<file path="src/rtl/ctrl_poller_pkg.sv">
// Shared NES joypad definitions: poller FSM states and button bit positions.
// Used by the poller, the pad responder model and the $4016 shadow logic.
package nes_ctrl_pkg;

  typedef enum logic [2:0] {
    ST_IDLE,
    ST_STROBE,
    ST_LOW,
    ST_RD_HI,
    ST_DONE
  } ctrl_state_t;

  localparam int BTN_A      = 0;
  localparam int BTN_B      = 1;
  localparam int BTN_SELECT = 2;
  localparam int BTN_START  = 3;
  localparam int BTN_UP     = 4;
  localparam int BTN_DOWN   = 5;
  localparam int BTN_LEFT   = 6;
  localparam int BTN_RIGHT  = 7;
  localparam int NUM_BTNS   = 8;

endpackage

</file>
<file path="src/rtl/ctrl_poller_if.sv">
// Joypad poller bus: poll request, pad pins and published button byte.
// master = poller side, slave = pad/CPU side.
interface ctrl_poller_if;
  import nes_ctrl_pkg::*;

  logic                start;
  logic                ctrl_strobe;
  logic                ctrl_rd;
  logic                ctrl_data;
  logic [NUM_BTNS-1:0] btns;
  logic                btns_valid;
  logic                busy;

  modport master (
    input  start,
    input  ctrl_data,
    output ctrl_strobe,
    output ctrl_rd,
    output btns,
    output btns_valid,
    output busy
  );

  modport slave (
    output start,
    output ctrl_data,
    input  ctrl_strobe,
    input  ctrl_rd,
    input  btns,
    input  btns_valid,
    input  busy
  );

endinterface

</file>
<file path="src/rtl/ctrl_poller_sync_2ff.sv">
// Two-flop synchronizer for a single asynchronous input bit.
// Resets to 0.
module sync_2ff (
  input  logic clk,
  input  logic rst,
  input  logic d_i,
  output logic q_o
);

  logic meta_q;
  logic sync_q;

  always_ff @(posedge clk or posedge rst) begin
    if (rst) begin
      meta_q <= 1'b0;
      sync_q <= 1'b0;
    end else begin
      meta_q <= d_i;
      sync_q <= meta_q;
    end
  end

  assign q_o = sync_q;

endmodule

</file>
<file path="src/rtl/ctrl_poller.sv">
// NES serial joypad initiator: strobe, 7 read clocks, 8 LSB-first samples.
// Publishes one button byte per poll with a single-cycle valid pulse.
module ctrl_poller
  import nes_ctrl_pkg::*;
#(
  parameter int HALF_PERIOD     = 6,
  parameter int AUTO_PERIOD     = 0,
  parameter bit DATA_ACTIVE_LOW = 1'b0
) (
  input logic           clk,
  input logic           rst,
  ctrl_poller_if.master bus
);

  localparam int HC_W  = (HALF_PERIOD > 1) ? $clog2(HALF_PERIOD) : 1;
  localparam int AT_W  = (AUTO_PERIOD > 1) ? $clog2(AUTO_PERIOD) : 1;
  localparam int BIT_W = $clog2(NUM_BTNS);

  ctrl_state_t         state_q, state_d;
  logic [HC_W-1:0]     hc_q, hc_d;
  logic [BIT_W-1:0]    bit_q, bit_d;
  logic [NUM_BTNS-1:0] sh_q, sh_d;
  logic [NUM_BTNS-1:0] btns_q;
  logic                strobe_q, rd_q;
  logic                valid_q, busy_q;
  logic                pend_q;
  logic                data_s;
  logic                accept;
  logic                last_hc;
  logic                done_enter;

  sync_2ff u_sync (
    .clk (clk),
    .rst (rst),
    .d_i (bus.ctrl_data),
    .q_o (data_s)
  );

  assign last_hc = (hc_q == HC_W'(HALF_PERIOD - 1));

  always_comb begin
    state_d    = state_q;
    hc_d       = hc_q;
    bit_d      = bit_q;
    sh_d       = sh_q;
    accept     = 1'b0;
    done_enter = 1'b0;
    unique case (state_q)
      ST_IDLE: begin
        if (bus.start || pend_q) begin
          accept  = 1'b1;
          state_d = ST_STROBE;
          hc_d    = '0;
          bit_d   = '0;
        end
      end
      ST_STROBE: begin
        hc_d = hc_q + 1'b1;
        if (last_hc) begin
          hc_d    = '0;
          state_d = ST_LOW;
        end
      end
      ST_LOW: begin
        hc_d = hc_q + 1'b1;
        if (last_hc) begin
          hc_d        = '0;
          sh_d[bit_q] = data_s;
          if (bit_q == BIT_W'(NUM_BTNS - 1)) begin
            state_d    = ST_DONE;
            done_enter = 1'b1;
          end else begin
            state_d = ST_RD_HI;
            bit_d   = bit_q + 1'b1;
          end
        end
      end
      ST_RD_HI: begin
        hc_d = hc_q + 1'b1;
        if (last_hc) begin
          hc_d    = '0;
          state_d = ST_LOW;
        end
      end
      ST_DONE: state_d = ST_IDLE;
      default: state_d = ST_IDLE;
    endcase
  end

  // Pin and status flops take the next state so outputs line up with it.
  always_ff @(posedge clk or posedge rst) begin
    if (rst) begin
      state_q  <= ST_IDLE;
      hc_q     <= '0;
      bit_q    <= '0;
      sh_q     <= '0;
      btns_q   <= '0;
      strobe_q <= 1'b0;
      rd_q     <= 1'b0;
      valid_q  <= 1'b0;
      busy_q   <= 1'b0;
    end else begin
      state_q  <= state_d;
      hc_q     <= hc_d;
      bit_q    <= bit_d;
      sh_q     <= sh_d;
      strobe_q <= (state_d == ST_STROBE);
      rd_q     <= (state_d == ST_RD_HI);
      valid_q  <= done_enter;
      busy_q   <= (state_d != ST_IDLE);
      if (done_enter) begin
        btns_q <= DATA_ACTIVE_LOW ? ~sh_d : sh_d;
      end
    end
  end

  generate
    if (AUTO_PERIOD > 0) begin : g_auto
      logic [AT_W-1:0] at_q;
      logic            wrap;

      assign wrap = (at_q == AT_W'(AUTO_PERIOD - 1));

      // A fresh wrap wins over a same-cycle accept.
      always_ff @(posedge clk or posedge rst) begin
        if (rst) begin
          at_q   <= '0;
          pend_q <= 1'b0;
        end else begin
          at_q <= wrap ? '0 : at_q + 1'b1;
          if (wrap) begin
            pend_q <= 1'b1;
          end else if (accept) begin
            pend_q <= 1'b0;
          end
        end
      end
    end else begin : g_no_auto
      assign pend_q = 1'b0;
    end
  endgenerate

  assign bus.ctrl_strobe = strobe_q;
  assign bus.ctrl_rd     = rd_q;
  assign bus.btns        = btns_q;
  assign bus.btns_valid  = valid_q;
  assign bus.busy        = busy_q;

endmodule

</file>
<file path="src/flat_wrapper.sv">
// flat-port wrapper written by rule: the top's interface ports become plain ports
module ctrl_poller_flat import nes_ctrl_pkg::*;
#(
  parameter int HALF_PERIOD     = 6,
  parameter int AUTO_PERIOD     = 0,
  parameter bit DATA_ACTIVE_LOW = 1'b0
)
  (clk, rst, bus_start, bus_ctrl_data, bus_ctrl_strobe, bus_ctrl_rd, bus_btns, bus_btns_valid, bus_busy);
  ctrl_poller_if bus_i ();
  input logic clk;
  input logic rst;
  input wire logic [$bits(bus_i.start)-1:0] bus_start;
  input wire logic [$bits(bus_i.ctrl_data)-1:0] bus_ctrl_data;
  output wire logic [$bits(bus_i.ctrl_strobe)-1:0] bus_ctrl_strobe;
  output wire logic [$bits(bus_i.ctrl_rd)-1:0] bus_ctrl_rd;
  output wire logic [$bits(bus_i.btns)-1:0] bus_btns;
  output wire logic [$bits(bus_i.btns_valid)-1:0] bus_btns_valid;
  output wire logic [$bits(bus_i.busy)-1:0] bus_busy;
  assign bus_i.start = bus_start;
  assign bus_i.ctrl_data = bus_ctrl_data;
  assign bus_ctrl_strobe = bus_i.ctrl_strobe;
  assign bus_ctrl_rd = bus_i.ctrl_rd;
  assign bus_btns = bus_i.btns;
  assign bus_btns_valid = bus_i.btns_valid;
  assign bus_busy = bus_i.busy;
  ctrl_poller #(.HALF_PERIOD(HALF_PERIOD), .AUTO_PERIOD(AUTO_PERIOD), .DATA_ACTIVE_LOW(DATA_ACTIVE_LOW)) u_core (.clk(clk), .rst(rst), .bus(bus_i));
endmodule
</file>
<file path="config.mk">
export PLATFORM = sky130hd
export DESIGN_NAME = ctrl_poller_flat
export DESIGN_NICKNAME = d
export VERILOG_FILES = /design/src/rtl/ctrl_poller_pkg.sv /design/src/rtl/ctrl_poller_if.sv /design/src/rtl/ctrl_poller_sync_2ff.sv /design/src/rtl/ctrl_poller.sv /design/src/flat_wrapper.sv
export SDC_FILE = /design/constraint.sdc
export NUM_CORES = 1
export LEC_CHECK = 0
export ABC_AREA = 1
export CAP_MARGIN = 10
export CORE_ASPECT_RATIO = 0.8
export CORE_MARGIN = 1.5
export CORE_UTILIZATION = 55
export CTS_BUF_LIST = sky130_fd_sc_hd__clkbuf_4
export DETAILED_ROUTE_END_ITERATION = 10
export GPL_TIMING_DRIVEN = 0
export PLACE_DENSITY = 0.81
export RECOVER_POWER = 25
export SYNTH_ARGS = -nofsm -noshare
export SYNTH_HDL_FRONTEND = slang
export SYNTH_SLANG_ARGS = --single-unit
export TNS_END_PERCENT = 20
</file>
<file path="constraint.sdc">
create_clock -name clk -period 1.9 [get_ports clk]
set_input_delay 0.285 -clock clk [delete_from_list [all_inputs] [get_ports clk]]
set_output_delay 0.285 -clock clk [all_outputs]
set_load 0.005 [all_outputs]
</file>
==> flow_metrics.py, run 1 <==
metrics = {
    "synth": {
        "syn-cell-area_mm2": 0.00145,
        "ys_types": 18,
        "synth-edff-count": 0,
        "synthCells": 173,
        "synth_top_cell_by_area": "sky130_fd_sc_hd__dfrtp_1",
        "postSynthRegisterBits": 31,
        "yosysSeqAreaShare_pct": 53.6,
        "synth.most_common_cell": "sky130_fd_sc_hd__nand2_1",
        "ys.flop_type": "sky130_fd_sc_hd__dfrtp_1",
        "synthTopCellsByCount": "55 x sky130_fd_sc_hd__nand2_1, 31 x sky130_fd_sc_hd__dfrtp_1, 29 x sky130_fd_sc_hd__inv_1",
        "postSynthNetCount": 180,
        "synthArstFlopShare_pct": 100,
        "yosysTopAreaCellShare_pct": 53.6,
        "yosysWarningCount": 0,
        "postSynthAreaPerCell_um2": 8.36,
        "synth.top_cells.by_area": "sky130_fd_sc_hd__dfrtp_1 54%, sky130_fd_sc_hd__nand2_1 14%, sky130_fd_sc_hd__inv_1 7.5%",
    },
    "min_path": {
        "whs_path_depth": 0,
        "min-delay-start": "u_core.u_sync.meta_q",
        "worstHoldEndpoint": "u_core.u_sync.q_o",
        "hp-class": "reg2reg",
    },
    "route": {
        "route.final.wire_length_um": 2690,
        "route.detailed.drc": 0,
        "detail_route.wl_per_cell_um": 11.6,
        "drtAntennaViolNets": 0,
        "vias": 1122,
        "detailedRoute.firstPassIterationCount": 4,
        "dr_iter_0_viols": 43,
        "viasPerCell": 4.86,
    },
    "clock_tree": {
        "clock_insertion_delay_worst_skew_ps": 330,
        "post_cts_setup_buffers": 0,
        "cts_hold_buf": 0,
        "tritoncts.num_buffers": 5,
        "clk_path_buf_depth": 2,
        "clock_tree.htree_level_count": 2,
        "clk_pin_slew_worst_paths_ps": 90,
        "cts.sinks": 31,
        "postCtsResizedCells": 0,
        "root_buffer": "sky130_fd_sc_hd__clkbuf_4",
        "cts_tree": "yes",
    },
    "critical_path": {
        "timing.rr.end": "u_core.bus.btns[6]",
        "cp_data_arrival_time_ps": 1200,
        "timing.reg2reg.setup_slack_ps": 460,
        "worst_flop_to_flop_path_startpoint": "u_core.bit_q[0]",
        "worst-r2r-cell-count": 6,
        "worst_path_largest_cell_delay_ps": 500,
        "required_time_of_the_critical_path_ps": 1620,
        "endpoint_kind": "output pin",
        "cpLargestDelayFamily": "buffers and inverters",
        "critical_path_class": "reg2out",
        "cp_cell_sequence": "clkdlybuf4s50_1",
        "critical-path-slowest-cell": "sky130_fd_sc_hd__clkdlybuf4s50_1",
        "path_buf_inv": 1,
        "timing.critical_path.fanout_max": 2,
        "timing.critical_path.from_type": "register",
    },
    "finish": {
        "final_nets": 203,
        "stdcell_area_mm2": 0.00171,
        "antennaDiodeCount": 0,
        "syn_to_final_growth_pct": 18.5,
        "final_layout_size_suffix_gt1_share_pct": 9.74,
    },
    "floorplanning": {
        "horizontal_die_dimension_um": 60.3,
        "die-area_mm2": 0.00295,
        "row_count": 16,
        "die_h_um": 48.9,
        "core_mm2": 0.00246,
        "io_pins": 16,
        "floorplan.initialDensity_pct": 58.7,
    },
    "power": {
        "share_comb_of_total_power_pct": 29.8,
        "swShare_pct": 36.2,
        "cellLeakagePower_nw": 0.967,
        "sequentialPowerShare_pct": 50.3,
        "net-switching-power_w": 0.000646,
        "power-per-cell-area_mw_per_mm2": 1040,
        "share_clk_of_total_power_pct": 19.9,
        "ir_worst_vdd_v": 0.000630,
        "internal_power_w": 0.00114,
    },
    "grt": {
        "grt_antenna_before_repair": 0,
        "number_of_global_route_vias_before_repair": 1103,
        "grt.overflow.total": 0,
        "global_route_wire_length_before_repair_um": 4660,
        "pin_count_of_the_biggest_net_entering_global_routing": 32,
        "gr-usage-all-layers_pct": 21.8,
    },
    "placed_design": {
        "place.detailed.hpwl_um": 1910,
        "io_port_bufs": 15,
        "post_placement_cell_area_mm2": 0.00164,
        "gpl.final_weighted_congestion": 0.813,
    },
    "sta": {
        "fin_crit_sh_pct": 78.4,
        "report.final.slew_viol_count": 0,
        "maxClockFrequency_mhz": 671,
        "timing.final.hold_violations": 0,
        "setup_violations": 0,
        "worst_slew_margin_rel_pct": 59.9,
        "fin_worst_skew_ps": 4.50,
        "post_route_setup_tns_ps": 0,
        "rsz0062_at_grt": "no",
        "finalCriticalPeriod_ps": 1490,
        "worstMarginPinSlew_ps": 601,
    },
    "run_status": {
        "outcome": "complete, no violations",
    },
    "flow_run": {
        "cap_violations": 0,
    },
}
sequential cells by signal (all words and copies together), names as in the netlist:
register                count
u_core.state_q              3
u_core.bus.btns             8
u_core.bit_q                3
u_core.u_sync.q_o           1
u_core.u_sync.meta_q        1
u_core.bus.busy             1
u_core.bus.btns_valid       1
u_core.hc_q                 3
u_core.sh_q                 8
u_core.bus.ctrl_strobe      1
u_core.bus.ctrl_rd          1
through the flow:
step	setup slack, ps	utilization, %	hold WS [ps]	instances	total power [W]
floorplan	624	-	316	173	0.00126
global placement	270	66.7	333	224	0.00138
detailed placement	240	66.7	353	224	0.00143
CTS	389	68.5	372	230	0.00179
global route	353	69.6	379	231	0.00192
finish	410	69.6	367	231	0.00178
worst max path at each step:
stage | slack, ps | to | cells past startpoint | start
final | 410 | bus_btns[6] | 1 | u_core.bus.btns[6]
after global routing | 350 | bus_btns[6] | 1 | u_core.bus.btns[6]
after CTS | 390 | bus_btns[6] | 1 | u_core.bus.btns[6]
after detailed placement | 240 | u_core.bus.btns[4] | 2 | rst
after global placement | 270 | u_core.bus.btns[4] | 2 | rst
after floorplan | 620 | u_core.bus.ctrl_strobe | 6 | u_core.bit_q[0]
cells in the final DEF (no fill, tap or decap), drive strengths merged:
cell,count
ha,3
buf,3
dfrtp,31
nor2,13
nand2,58
clkdlybuf4s50,13
clkbuf,6
inv,30
clkinv,1
o21ai,8
o21bai,1
nand3,24
dlygate4sd3,2
nor3,2
power groups by stage:
| stage | clock network [W] | logic (W) | registers [W] |
|---|---|---|---|
| 2_1_floorplan | 0 | 0.000371 | 0.000889 |
| 3_3_place_gp | 0 | 0.000487 | 0.000897 |
| 3_5_place_dp | 0 | 0.000525 | 0.000907 |
| 4_1_cts | 0.000363 | 0.000527 | 0.000896 |
| 5_1_grt | 0.000390 | 0.000613 | 0.000914 |
| 6_report | 0.000354 | 0.000532 | 0.000898 |
kinds of logic after synthesis:
kind of cell    after synthesis  share of synthesized area [%]
compound gates                9                           3.29
fa+ha+maj                     3                           2.60
buf+inv                      33                           9.69
flops                        31                           53.6
simple gates                 97                           30.8
worst register-to-register path: cells and delay by family (launching register included):
kind,cells,cell delay (ps)
adder cells (fa/ha/maj),2,450
buffers and inverters,1,150
flip-flops,1,450
AND/OR/NAND/NOR,3,290
cell type report:
class                      count  area (µm²)
timing repair buffer          16         178
multi-input combinational    109         531
buffer                         2        22.5
inverter                      31         118
sequential                    31         776
tap                           36        45.0
fill                         209         748
clock buffer                   6        45.0
layer usage:
metal	global-route usage [%]	routed length, µm
met5	0	0
met4	8.89	39
met3	8.75	143
met2	33.3	1290
met1	27.2	1220
(Power assumes the default switching activity.)
==> inputs of run 2 (changes only) <==
- CORE_UTILIZATION: 55 -> 52
- PLACE_DENSITY: 0.81 -> 0.8
- clock period: 1.9 -> 1.3 ns (I/O delays scaled with it)
==> run 2 against run 1 <==
- combinational power up 85%
- the flow now finishes with violations (setup timing)
- core utilization up 6.1 points
- non-clock buffer count up 6
- clock power up 62%
- highest routed layer unchanged
==> flow_metrics.py, run 2 (synthesis results as in run 1) <==
metrics = {
    "finish": {
        "fin_util_pct": 75.7,
        "final_layout_size_suffix_gt1_share_pct": 30.4,
        "filler_cell_count": 178,
        "syn_to_final_growth_pct": 33.0,
        "final_common_cell": "sky130_fd_sc_hd__nand2_1",
        "final_nets": 210,
        "antennaDiodeCount": 0,
        "final_cell_mix": "47 x sky130_fd_sc_hd__nand2_1, 31 x sky130_fd_sc_hd__dfrtp_1, 26 x sky130_fd_sc_hd__inv_1",
    },
    "route": {
        "detail_route.wl_per_cell_um": 15.6,
        "route.final.wire_length_um": 3740,
        "vias": 1297,
        "route.detailed.drc": 0,
        "drtAntennaViolNets": 0,
        "viasPerCell": 5.40,
        "detailedRoute.firstPassIterationCount": 4,
        "dr_iter_0_viols": 86,
    },
    "critical_path": {
        "critical_path_class": "reg2reg",
        "endpoint_kind": "register",
        "timing.rr.end": "u_core.bus.btns[1]",
        "timing.critical_path.fanout_max": 5,
        "worst_flop_to_flop_path_startpoint": "u_core.state_q[0]",
        "timing.critical_path.to": "u_core.bus.btns[1]",
        "cp_data_arrival_time_ps": 1680,
        "timing.reg2reg.setup_slack_ps": -150,
        "timing.critical_path.from_type": "register",
        "crit_start": "u_core.state_q[0]",
        "required_time_of_the_critical_path_ps": 1530,
        "worst-r2r-cell-count": 7,
    },
    "clock_tree": {
        "root_buffer": "sky130_fd_sc_hd__clkbuf_4",
        "cts_hold_buf": 0,
        "clk_pin_slew_worst_paths_ps": 100,
        "clock_insertion_delay_worst_skew_ps": 350,
        "tritoncts.num_buffers": 5,
        "cts_tree": "yes",
        "clock_tree.htree_level_count": 2,
        "clk_path_buf_depth": 2,
        "cts.sinks": 31,
    },
    "grt": {
        "grt_antenna_before_repair": 0,
        "number_of_global_route_vias_before_repair": 1233,
        "grt.overflow.total": 0,
        "pin_count_of_the_biggest_net_entering_global_routing": 32,
        "global_route_wire_length_before_repair_um": 5280,
        "gr-usage-all-layers_pct": 24.1,
    },
    "floorplanning": {
        "horizontal_die_dimension_um": 62.0,
        "io_pins": 16,
        "core_mm2": 0.00254,
        "floorplan.initialDensity_pct": 56.9,
        "die_h_um": 50.2,
        "die-area_mm2": 0.00311,
        "row_count": 16,
    },
    "sta": {
        "timing.final.hold_violations": 0,
        "finalWorstSetupSlack_ps": -145,
        "worst_slew_margin_rel_pct": 59.1,
        "maxClockFrequency_mhz": 692,
        "setup_violations": 19,
        "worstMarginPinSlew_ps": 614,
        "fin_worst_skew_ps": 19.4,
        "fin_crit_sh_pct": 111,
        "report.final.slew_viol_count": 0,
        "post_route_setup_tns_ps": -1570,
        "finalCriticalPeriod_ps": 1450,
        "rsz0062_at_grt": "yes",
    },
    "placed_design": {
        "place.detailed.hpwl_um": 1900,
        "gpl.final_weighted_congestion": 0.830,
        "io_port_bufs": 15,
    },
    "flow_run": {
        "cap_violations": 0,
    },
    "power": {
        "power-per-cell-area_mw_per_mm2": 1490,
        "net-switching-power_w": 0.00112,
        "share_comb_of_total_power_pct": 34.4,
        "share_clk_of_total_power_pct": 20.1,
        "internal_power_w": 0.00175,
        "cellLeakagePower_nw": 1.07,
        "swShare_pct": 39.0,
        "overall_power_consumption_w": 0.00287,
        "ir_worst_vdd_v": 0.000779,
        "sequentialPowerShare_pct": 45.5,
    },
    "run_status": {
        "outcome": "complete, but fails checks",
        "failed_checks": "setup timing",
    },
    "min_path": {
        "hp-class": "in2async",
    },
}
==> run 2: cell count changes in the layout (fill, tap and decap cells not counted), moves of 6 or more <==
cell and delta:
sky130_fd_sc_hd__dlygate4sd2_1 +12, sky130_fd_sc_hd__nand2_1 -8, sky130_fd_sc_hd__clkdlybuf4s50_1 -12, sky130_fd_sc_hd__nand2_2 +6
sky130_fd_sc_hd__nand3_2 +12, sky130_fd_sc_hd__nand3_1 -15
==> run 2: final cells by class <==
cell class              instances  area, µm²  share of cell area [%]
plain buffers                   2       30.0                    1.56
clock buffers                   7       52.6                    2.73
clock inverters                 1       5.00                   0.260
inverters                      31        121                    6.31
multi-input cells             109        679                    35.3
flip-flops and latches         31        776                    40.3
well taps                      36       45.0                    2.34
repair buffers                 22        210                    10.9
repair inverters                1       5.00                   0.260
==> run 2: power groups by stage <==
stage          logic [W]  registers [W]  clock network, W
2_1_floorplan   0.000543        0.00130                 0
3_3_place_gp    0.000711        0.00131                 0
3_5_place_dp    0.000773        0.00132                 0
4_1_cts         0.000814        0.00128          0.000590
5_1_grt          0.00109        0.00133          0.000626
6_report        0.000986        0.00131          0.000575
==> run 2: how the worst min path moves through the flow <==
stage	from	end	slack [ps]	cells after the start
2_1_floorplan	bus_ctrl_data	u_core.u_sync.meta_q	230	0
3_3_place_gp	u_core.u_sync.meta_q	u_core.u_sync.q_o	330	0
3_5_place_dp	u_core.u_sync.meta_q	u_core.u_sync.q_o	350	0
4_1_cts	bus_ctrl_data	u_core.u_sync.meta_q	270	1
5_1_grt	rst	u_core.bus.btns[0]	210	2
6_report	rst	u_core.bus.busy	190	2
==> run 2: layer usage <==
metal  global-route usage (%)  up-vias  wire length (µm)
li1                         -      586                 -
met1                     29.1      632              1390
met2                     38.9       57              1890
met3                     9.28       22               254
met4                     7.80        0               199
met5                        0        -                 0
==> run 2: repair_timing <==
item / CTS / global route
gates resized for setup: 19 / 41
cloned: 1 / 1
endpoints found under the hold margin: 0 / 0
setup endpoints to repair: 27 / 25
pin swaps: 2 / 22
buffers inserted: 4 / 1
==> run 2: per-stage QoR <==
stage	hold slack, ps	area (µm²)	setup slack (ps)	cells
4_1_cts	274	1750	-54.7	237
3_5_place_dp	350	1640	-306	224
3_3_place_gp	333	1640	-239	224
6_report	188	1920	-145	240
2_1_floorplan	226	1450	24.2	173
5_1_grt	206	1920	-207	240
==> run 2: critical path, stage by stage, from the launching register on <==
cell and delay [ps]:
sky130_fd_sc_hd__dfrtp_1 450, sky130_fd_sc_hd__nor2_2 160, sky130_fd_sc_hd__nand2_2 120, sky130_fd_sc_hd__nor2_8 160, sky130_fd_sc_hd__clkbuf_16 190, sky130_fd_sc_hd__nand3_2 100
sky130_fd_sc_hd__nand3_2 100, sky130_fd_sc_hd__nand2_1 60
==> inputs of run 3 (changes only) <==
- ABC_CLOCK_PERIOD_IN_PS: default -> 1300
- CORE_MARGIN: 1.5 -> 2
==> run 3 against run 2 <==
- the run still ends with setup timing left
- count of clock-buffer cells in the layout fell by 1
- sequential power barely moved
- final cell count rose by 1.7%
- combinational power barely moved
- flip-flop and latch count did not move
- design area fell by 1.5%
- non-clock buffer count rose by 4
- sequential share of layout area rose by 0.74 points
- setup slack improved by 120 ps
- core utilization fell by 5.5 points
- first-iteration DRC count fell by 23%
- via count fell by 3.8%
- critical endpoint is now u_core.bus.btns[6]
- highest routed layer unchanged
==> flow_metrics.py, run 3 (synthesis results as in run 1) <==
metrics = {
    "min_path": {
        "min-delay-start": "u_core.u_sync.meta_q",
        "worstHoldEndpoint": "u_core.u_sync.q_o",
        "whs_path_depth": 0,
        "hp-class": "reg2reg",
    },
    "critical_path": {
        "timing.critical_path.from_type": "register",
        "critical-path-slowest-cell": "sky130_fd_sc_hd__dfrtp_1",
        "path_common_cell": "sky130_fd_sc_hd__nand3_1",
        "critical_path_class": "reg2reg",
        "cpLargestDelayFamily": "simple AND/OR/NAND/NOR gates",
        "cp_data_arrival_time_ps": 1560,
        "worst-r2r-cell-count": 7,
        "required_time_of_the_critical_path_ps": 1540,
        "path_buf_inv": 1,
        "timing.rr.end": "u_core.bus.btns[6]",
        "timing.critical_path.fanout_max": 5,
        "worst_flop_to_flop_path_startpoint": "u_core.state_q[0]",
        "worst_path_largest_cell_delay_ps": 420,
        "timing.reg2reg.setup_slack_ps": -20,
        "endpoint_kind": "register",
        "cp_cell_sequence": "nor2_2 > nand2_4 > nor2_8 > clkbuf_16 > nand3_1 > nand3_1 > nand2_1",
    },
    "clock_tree": {
        "clock_tree.htree_level_count": 2,
        "cts_tree": "yes",
        "tritoncts.num_buffers": 5,
        "root_buffer": "sky130_fd_sc_hd__clkbuf_4",
        "clk_pin_slew_worst_paths_ps": 90,
        "clock_insertion_delay_worst_skew_ps": 340,
        "clk_path_buf_depth": 2,
        "cts.sinks": 31,
    },
    "sta": {
        "timing.hold.ws_ps": 354,
        "rsz0062_at_grt": "yes",
        "fin_worst_skew_ps": 10.6,
        "timing.final.hold_violations": 0,
        "worst_slew_margin_rel_pct": 54.8,
        "worstMarginPinSlew_ps": 676,
        "post_route_setup_tns_ps": -61.6,
        "report.final.slew_viol_count": 0,
        "fin_crit_sh_pct": 102,
        "finalCriticalPeriod_ps": 1320,
        "finalWorstSetupSlack_ps": -24.3,
        "setup_violations": 7,
        "maxClockFrequency_mhz": 755,
    },
    "route": {
        "dr_iter_0_viols": 66,
        "drtAntennaViolNets": 0,
        "viasPerCell": 5.11,
        "detail_route.wl_per_cell_um": 13.1,
        "route.final.wire_length_um": 3200,
        "detailedRoute.firstPassIterationCount": 4,
        "route.detailed.drc": 0,
        "vias": 1248,
    },
    "grt": {
        "pin_count_of_the_biggest_net_entering_global_routing": 32,
        "number_of_global_route_vias_before_repair": 1151,
        "global_route_wire_length_before_repair_um": 4950,
        "grt_antenna_before_repair": 0,
        "grt.overflow.total": 0,
        "gr-usage-all-layers_pct": 21.2,
    },
    "finish": {
        "final_common_cell": "sky130_fd_sc_hd__nand2_1",
        "final_nets": 214,
        "antennaDiodeCount": 0,
        "instances_no_fill": 244,
        "syn_to_final_growth_pct": 31.1,
        "final_layout_size_suffix_gt1_share_pct": 23.3,
        "final_cell_mix": "52 x sky130_fd_sc_hd__nand2_1, 29 x sky130_fd_sc_hd__dfrtp_1, 26 x sky130_fd_sc_hd__inv_1",
        "filler_cell_count": 202,
    },
    "floorplanning": {
        "core_mm2": 0.00270,
        "die-area_mm2": 0.00322,
        "die_h_um": 51.2,
        "floorplan.initialDensity_pct": 53.5,
        "row_count": 17,
        "io_pins": 16,
        "horizontal_die_dimension_um": 63.0,
    },
    "placed_design": {
        "placedCellCount": 226,
        "gpl.final_weighted_congestion": 0.837,
        "io_port_bufs": 15,
        "dp_worst_setup_slack_ps": -312,
        "place.detailed.hpwl_um": 1850,
    },
    "power": {
        "ir_worst_vdd_v": 0.00114,
        "overall_power_consumption_w": 0.00285,
        "power-per-cell-area_mw_per_mm2": 1500,
        "cellLeakagePower_nw": 1.07,
    },
    "run_status": {
        "outcome": "complete, but fails checks",
        "failed_checks": "setup timing",
    },
    "flow_run": {
        "cap_violations": 0,
    },
}
run 3: changes by cell type in the layout (fill, tap and decap cells not counted), moves of 4 or more:
cell                      previous run  this run
sky130_fd_sc_hd__nand2_1            47        52
sky130_fd_sc_hd__nand2_2             9         5
sky130_fd_sc_hd__nand3_2            14         3
sky130_fd_sc_hd__buf_4               3         9
sky130_fd_sc_hd__nand3_1             6        19
run 3: area by class of cell:
cell class | count | area, µm² | area share, %
Timing Repair Buffer | 26 | 253 | 13.3
Timing Repair inverter | 1 | 5.00 | 0.264
Inverter | 31 | 128 | 6.73
Clock buffer | 6 | 45.0 | 2.38
Multi-Input combinational cell | 109 | 609 | 32.1
Buffer | 2 | 30.0 | 1.58
Sequential cell | 31 | 778 | 41.1
Tap cell | 38 | 47.5 | 2.51
run 3: worst max-delay path by stage:
stage	startpoint	to	slack, ps	cells past startpoint
floorplan	u_core.bit_q[0]	u_core.bus.ctrl_strobe	20	6
finish	u_core.state_q[0]	u_core.bus.btns[6]	-20	7
global route	u_core.state_q[2]	u_core.bus.btns[4]	-100	8
detailed placement	rst	u_core.bus.btns[3]	-310	2
global placement	rst	u_core.sh_q[4]	-240	2
CTS	u_core.bit_q[0]	u_core.bit_q[2]	-10	6
run 3: layer usage:
metal	track usage (%)	part of all wire (%)	up-vias
li1	-	-	599
met1	24.5	40	584
met2	35.6	49	56
met3	7.93	8.7	9
met4	9.26	2.3	0
met5	0	0	-
run 3: worst reg2reg max path: stages, from the launching register on:
cell	delay, ps
sky130_fd_sc_hd__dfrtp_1	420
sky130_fd_sc_hd__nor2_2	150
sky130_fd_sc_hd__nand2_4	110
sky130_fd_sc_hd__nor2_8	140
sky130_fd_sc_hd__clkbuf_16	160
sky130_fd_sc_hd__nand3_1	90
sky130_fd_sc_hd__nand3_1	120
sky130_fd_sc_hd__nand2_1	50
run 3: power by group:
group / switching, W / internal, W / total, W / leakage [nW]
combinational: 0.000612 / 0.000407 / 0.00102 / 0.643
clock: 0.000306 / 0.000213 / 0.000518 / 0.0276
sequential: 0.000160 / 0.00115 / 0.00131 / 0.402
total: 0.00108 / 0.00177 / 0.00285 / 1.07
run 3: repair_timing:
action                                 in CTS  in global routing
setup endpoints to repair                  32                 20
setup buffers                               6                  3
hold buffers                                0                  0
gates resized for setup                    23                 20
cloned                                      1                  2
pin swaps                                   2                  8
endpoints found under the hold margin       0                  0
run 3: per-stage QoR:
| step | util, % | instance area, µm² |
|---|---|---|
| 4_1_cts | 65.2 | 1760 |
| 6_report | 70.2 | 1900 |
| 3_3_place_gp | 60.9 | 1640 |
| 3_5_place_dp | 60.9 | 1640 |
| 5_1_grt | 70.2 | 1900 |
| 2_1_floorplan | - | 1450 |
